**src/rtl/pep_pointer_chain.sv**
```systemverilog
// Pointer chain over a circular pool: P0 is the producer (write) pointer and
// P1..P_STAGE_NB are consumer stages that chase it. Each pointer carries a
// wrap bit c so that full and empty can be told apart.
// Stage 1 also has a batch timeout that fires when it sits on a partial
// batch for too long.

module pep_pointer_chain_lane #(
    parameter int PT_W    = 6,
    parameter int CNT_W   = 7,
    parameter int INC_W   = 5,
    parameter int MAX_INC = 16
) (
    input  logic             vld,
    input  logic [INC_W-1:0] nb,
    input  logic [CNT_W-1:0] elt,
    input  logic [PT_W:0]    p,
    output logic             rdy,
    output logic             acc,
    output logic             err,
    output logic [PT_W:0]    p_nxt
);
    localparam logic [INC_W-1:0] MAX_V = INC_W'(MAX_INC);

    logic nb_ok;

    // Legal amount that fits in the slots currently available to this pointer.
    // Adding in PT_W+1 bits wraps pt modulo TOTAL_NB and toggles c for free.
    always_comb begin
        nb_ok = (nb != '0) && (nb <= MAX_V);
        rdy   = nb_ok && (CNT_W'(nb) <= elt);
        acc   = vld && rdy;
        err   = vld && !nb_ok;
        p_nxt = acc ? (p + (PT_W+1)'(nb)) : p;
    end
endmodule

module pep_pointer_chain #(
    parameter int TOTAL_NB  = 64,
    parameter int STAGE_NB  = 3,
    parameter int MAX_INC   = 16,
    parameter int TIMEOUT_W = 32,
    localparam int PT_W     = $clog2(TOTAL_NB),
    localparam int CNT_W    = $clog2(TOTAL_NB + 1),
    localparam int INC_W    = $clog2(MAX_INC + 1)
) (
    input  logic                             clk,
    input  logic                             s_rst,
    input  logic [STAGE_NB:0]                inc_vld,
    input  logic [STAGE_NB:0][INC_W-1:0]     inc_nb,
    output logic [STAGE_NB:0]                inc_rdy,
    output logic [STAGE_NB:0][PT_W:0]        pt,
    output logic [STAGE_NB:0][CNT_W-1:0]     elt_nb,
    input  logic [TIMEOUT_W-1:0]             timeout_val,
    output logic                             timeout,
    output logic [STAGE_NB:0]                inc_err
);
    localparam logic [CNT_W-1:0] TOT   = CNT_W'(TOTAL_NB);
    localparam logic [CNT_W-1:0] MAX_C = CNT_W'(MAX_INC);

    logic [STAGE_NB:0][PT_W:0]    p_nxt;
    logic [STAGE_NB:0][CNT_W-1:0] elt_nxt;
    logic [STAGE_NB:0]            acc;
    logic [STAGE_NB:0]            err_nxt;
    logic [TIMEOUT_W-1:0]         tcnt;
    logic                         t_run;

    for (genvar i = 0; i <= STAGE_NB; i++) begin : g_lane
        pep_pointer_chain_lane #(
            .PT_W(PT_W), .CNT_W(CNT_W), .INC_W(INC_W), .MAX_INC(MAX_INC)
        ) u_lane (
            .vld   (inc_vld[i]),
            .nb    (inc_nb[i]),
            .elt   (elt_nb[i]),
            .p     (pt[i]),
            .rdy   (inc_rdy[i]),
            .acc   (acc[i]),
            .err   (err_nxt[i]),
            .p_nxt (p_nxt[i])
        );
    end

    // Counts come from the next pointers, so simultaneous advances on both
    // ends of a segment net out (+a-b) with no lost update. Subtraction in
    // PT_W+1 bits gives dist() directly, including the TOTAL_NB case.
    always_comb begin
        elt_nxt    = '0;
        elt_nxt[0] = TOT - CNT_W'(p_nxt[0] - p_nxt[STAGE_NB]);
        for (int i = 1; i <= STAGE_NB; i++)
            elt_nxt[i] = CNT_W'(p_nxt[i-1] - p_nxt[i]);
    end

    // Pointer, count and error registers; reset wins over any advance.
    always_ff @(posedge clk) begin
        if (s_rst) begin
            pt        <= '0;
            elt_nb    <= '0;
            elt_nb[0] <= TOT;
            inc_err   <= '0;
        end else begin
            pt      <= p_nxt;
            elt_nb  <= elt_nxt;
            inc_err <= err_nxt;
        end
    end

    // Stage 1 holds a partial batch and is not consuming it.
    assign t_run = (timeout_val != '0) && (elt_nb[1] != '0) &&
                   (elt_nb[1] < MAX_C) && !acc[1];

    // Batch timeout: compare with >= so a lowered timeout_val fires at once
    // and tcnt never runs past timeout_val-1.
    always_ff @(posedge clk) begin
        if (s_rst || !t_run) begin
            tcnt    <= '0;
            timeout <= 1'b0;
        end else if (tcnt >= timeout_val - TIMEOUT_W'(1)) begin
            tcnt    <= '0;
            timeout <= 1'b1;
        end else begin
            tcnt    <= tcnt + TIMEOUT_W'(1);
            timeout <= 1'b0;
        end
    end
endmodule

```
**config.mk**
```make
export PLATFORM = sky130hd
export DESIGN_NAME = pep_pointer_chain
export DESIGN_NICKNAME = d
export VERILOG_FILES = /design/src/rtl/pep_pointer_chain.sv
export SDC_FILE = /design/constraint.sdc
export NUM_CORES = 1
export LEC_CHECK = 0
export BUFFER_PORTS_ARGS = -buffer_cell sky130_fd_sc_hd__buf_4
export CAP_MARGIN = 10
export CORE_MARGIN = 3
export CORE_UTILIZATION = 34
export CTS_BUF_LIST = sky130_fd_sc_hd__clkbuf_2 sky130_fd_sc_hd__clkbuf_4 sky130_fd_sc_hd__clkbuf_8
export DETAILED_ROUTE_END_ITERATION = 8
export PLACE_DENSITY = 0.58
export SYNTH_ARGS = -nofsm -noshare
export SYNTH_HDL_FRONTEND = slang
export SYNTH_SLANG_ARGS = --single-unit
export TNS_END_PERCENT = 20
```
**constraint.sdc**
```tcl
create_clock -name clk -period 8.5 [get_ports clk]
set_input_delay 1.7 -clock clk [delete_from_list [all_inputs] [get_ports clk]]
set_output_delay 1.7 -clock clk [all_outputs]
set_load 0.02 [all_outputs]
```
==> metrics.cfg <==
[status]
outcome = finished, final reports clean

[yosys]
yosys-top-cells-area = dfxtp_1 (28%), ha_1 (19%), xnor2_1 (7.0%)
ys_seq_area_frac = 0.2762
yosysTopAreaCell = dfxtp_1
syn_inst = 783
yosys_warnings = 0
synth_top_area_frac = 0.2762
syn-cell-area_um2 = 6740
avgSynthCellArea_um2 = 8.608
synth_edf_count = 0
synth_ff_type = dfxtp_1
ys_ff_latch = 93
synthArstFlopShare = 0
synth.distinct_cells = 44
syn-num-nets = 953

[sta]
rsz0062_at_grt = no
final-hold-violation-count = 0
slew_headroom = 0.4097
setup_violations = 0
fmax_mhz = 196.0
period_share = 0.6003
tns_ns = 0
period_minus_slack_ns = 5.102
fin_ws_ns = 3.398
tightest_slew_ns = 0.8732
skew_ns = 0.005899
drv_slew = 0

[power]
p_sw_frac = 0.3977
ir_drop_mv = 0.1161
power_uw = 1835
p_leak_uw = 0.003806
p_clk_frac = 0.177
p_sw_uw = 729.8
power_frac_comb = 0.512
p_seq_frac = 0.311
power.density_nw_per_um2 = 225.8
p_int_uw = 1105

[critical_path]
startpoint_type = input pin
arrival_ns = 5.41
end_kind = flop
path_class = in2reg
critical_path_required_ns = 8.81
worstPathMaxFanout = 32

[layout]
final_cells = 1167
nNetsFinal = 1072
drive_gt1_frac = 0.1643
syn2layout_area_growth_pct = 20.59
finalInstanceArea_um2 = 8128
diodes = 0

[placement]
placed_area_um2 = 7914
dpl.hpwl_mm = 13.10
pre_cts_slack_ns = 2.993
gp_congestion = 0.8324
place_inst = 1151
io_buffers = 122

[die]
dieHeight_um = 146.8
io_pins = 123
die-area_um2 = 21550
core_um2 = 19080
die_w_um = 146.8
rows = 50
floorplan.initialDensity = 0.3532

[clock_tree]
cts_setup_buffers = 0
numCtsBuffers = 9
cts_resized = 0
htreeDepth = 3
ctsHoldBuffers = 0
clock_latency_ns = 0.37
cts_root_buffer = clkbuf_8
path_clk_slew_ns = 0.08
clk_path_buf_depth = 2
cts_tree = yes
cts_sinks = 93

[global_route]
grtUsageTotal = 0.1505
grt_max_degree = 62
grt_pass1_vias = 5300
grt_overflow_total = 0
grt_pass1_wl_mm = 26.79
antenna_found_initial = 0

[routing]
first_pass_iters = 4
detail_route.iter0.violations = 241
detail_route.vias_per_cell = 4.763
ant_nets = 0
drt-total-wl_mm = 16.06
drcViolationCount = 0
vias = 5559
wl_per_cell_um = 13.76

[min_path]
hold_class = reg2reg

[run]
cap_violations = 0

==> layout make-up <==
| class | count | area, um^2 |
|---|---|---|
| Multi-Input combinational cell | 614 | 4574 |
| Fill cell | 1960 | 10950 |
| Inverter | 61 | 229.0 |
| Sequential cell | 93 | 1862 |
| Clock inverter | 5 | 75.07 |
| Timing Repair Buffer | 123 | 923.4 |
| Clock buffer | 11 | 138.9 |
| Tap cell | 260 | 325.3 |
==> worst paths after layout <==
path                            cells past startpoint  slack, ns        end            start
worst min register to register                      1       0.47    tcnt[0]          tcnt[0]
worst max register to register                     17       4.50  elt_nb[6]       elt_nb[24]
worst min-delay path                                1       0.47    tcnt[0]          tcnt[0]
worst max-delay path                               17       3.40    tcnt[6]  timeout_val[11]
==> logic make-up after synthesis <==
logic type                 after synthesis  share of synthesized area
AOI/OAI and AO/OA                      114                     0.1032
buffers and inverters                   76                    0.04511
xor gates and xnor gates                93                     0.1273
and+or+nand+nor                        278                     0.2061
adders and majority gates              112                     0.2168
DFF                                     93                     0.2762
muxes                                   17                    0.02525
==> registers in the layout, summed over array words and instances (netlist names) <==
register	flops
elt_nb	28
inc_err	4
timeout	1
tcnt	32
pt	28
==> routing by layer <==
metal,up-vias,GRT usage,part of all wire
li1,2927,-,-
met1,2527,0.2186,0.52
met4,0,0.03857,0.011
met5,-,0,0
met3,12,0.02899,0.042
met2,93,0.2286,0.43
==> synthesized netlist by cell type (3+ instances only) <==
| master | count |
|---|---|
| a211oi_1 | 3 |
| a21o_1 | 23 |
| a21oi_1 | 33 |
| a311o_1 | 5 |
| and3_1 | 12 |
| buf_2 | 3 |
| buf_4 | 4 |
| clkbuf_1 | 8 |
| dfxtp_1 | 93 |
| fa_1 | 8 |
| ha_1 | 104 |
| inv_1 | 61 |
| mux2i_1 | 17 |
| nand2_1 | 31 |
| nand2b_1 | 10 |
| nand3_1 | 17 |
| nand4_1 | 13 |
| nor2_1 | 112 |
| nor2b_1 | 26 |
| nor3_1 | 18 |
| nor3b_1 | 5 |
| nor4_1 | 15 |
| o21a_1 | 4 |
| o21ai_0 | 36 |
| o21bai_1 | 4 |
| or3_1 | 4 |
| xnor2_1 | 54 |
| xor2_1 | 36 |
==> power by group through the flow <==
stage                     Clock [uW]  Combinational [uW]  Sequential, uW
after floorplan                    0                 585             647
after global placement             0                 939             585
after detailed placement           0                 942             581
after CTS                        341                 950             572
after global routing             356                1070             581
final                            324                 939             571
==> critical path: stages <==
cell	delay, ns
buf_4	0.12
or4_4	0.53
or3_4	0.35
nand2b_4	0.18
or3_4	0.42
nand2b_4	0.17
nor2_1	0.16
xnor2_1	0.13
ha_1	0.26
a21o_1	0.18
a21o_1	0.16
a21oi_1	0.13
o21ai_0	0.13
a211oi_1	0.31
o21ai_2	0.07
buf_4	0.25
nor2_1	0.13
==> stage by stage <==
stage                 util  hold slack [ns]
finish              0.4260           0.4670
global route        0.4260           0.4784
CTS                 0.4260           0.4644
detailed placement  0.4148           0.4428
global placement    0.4148           0.4372
floorplan                -           0.4258
==> cells in the final DEF (no fill, tap or decap), types with 18 or more instances in the layout <==
cell type / instances
a21oi_1: 33
nor2_1: 112
ha_1: 104
a21o_1: 23
xnor2_1: 54
inv_1: 61
nor2b_1: 26
nor3_1: 18
o21ai_0: 36
buf_4: 123
nand2_1: 31
xor2_1: 36
dfxtp_1: 93
(Power assumes the default switching activity.)
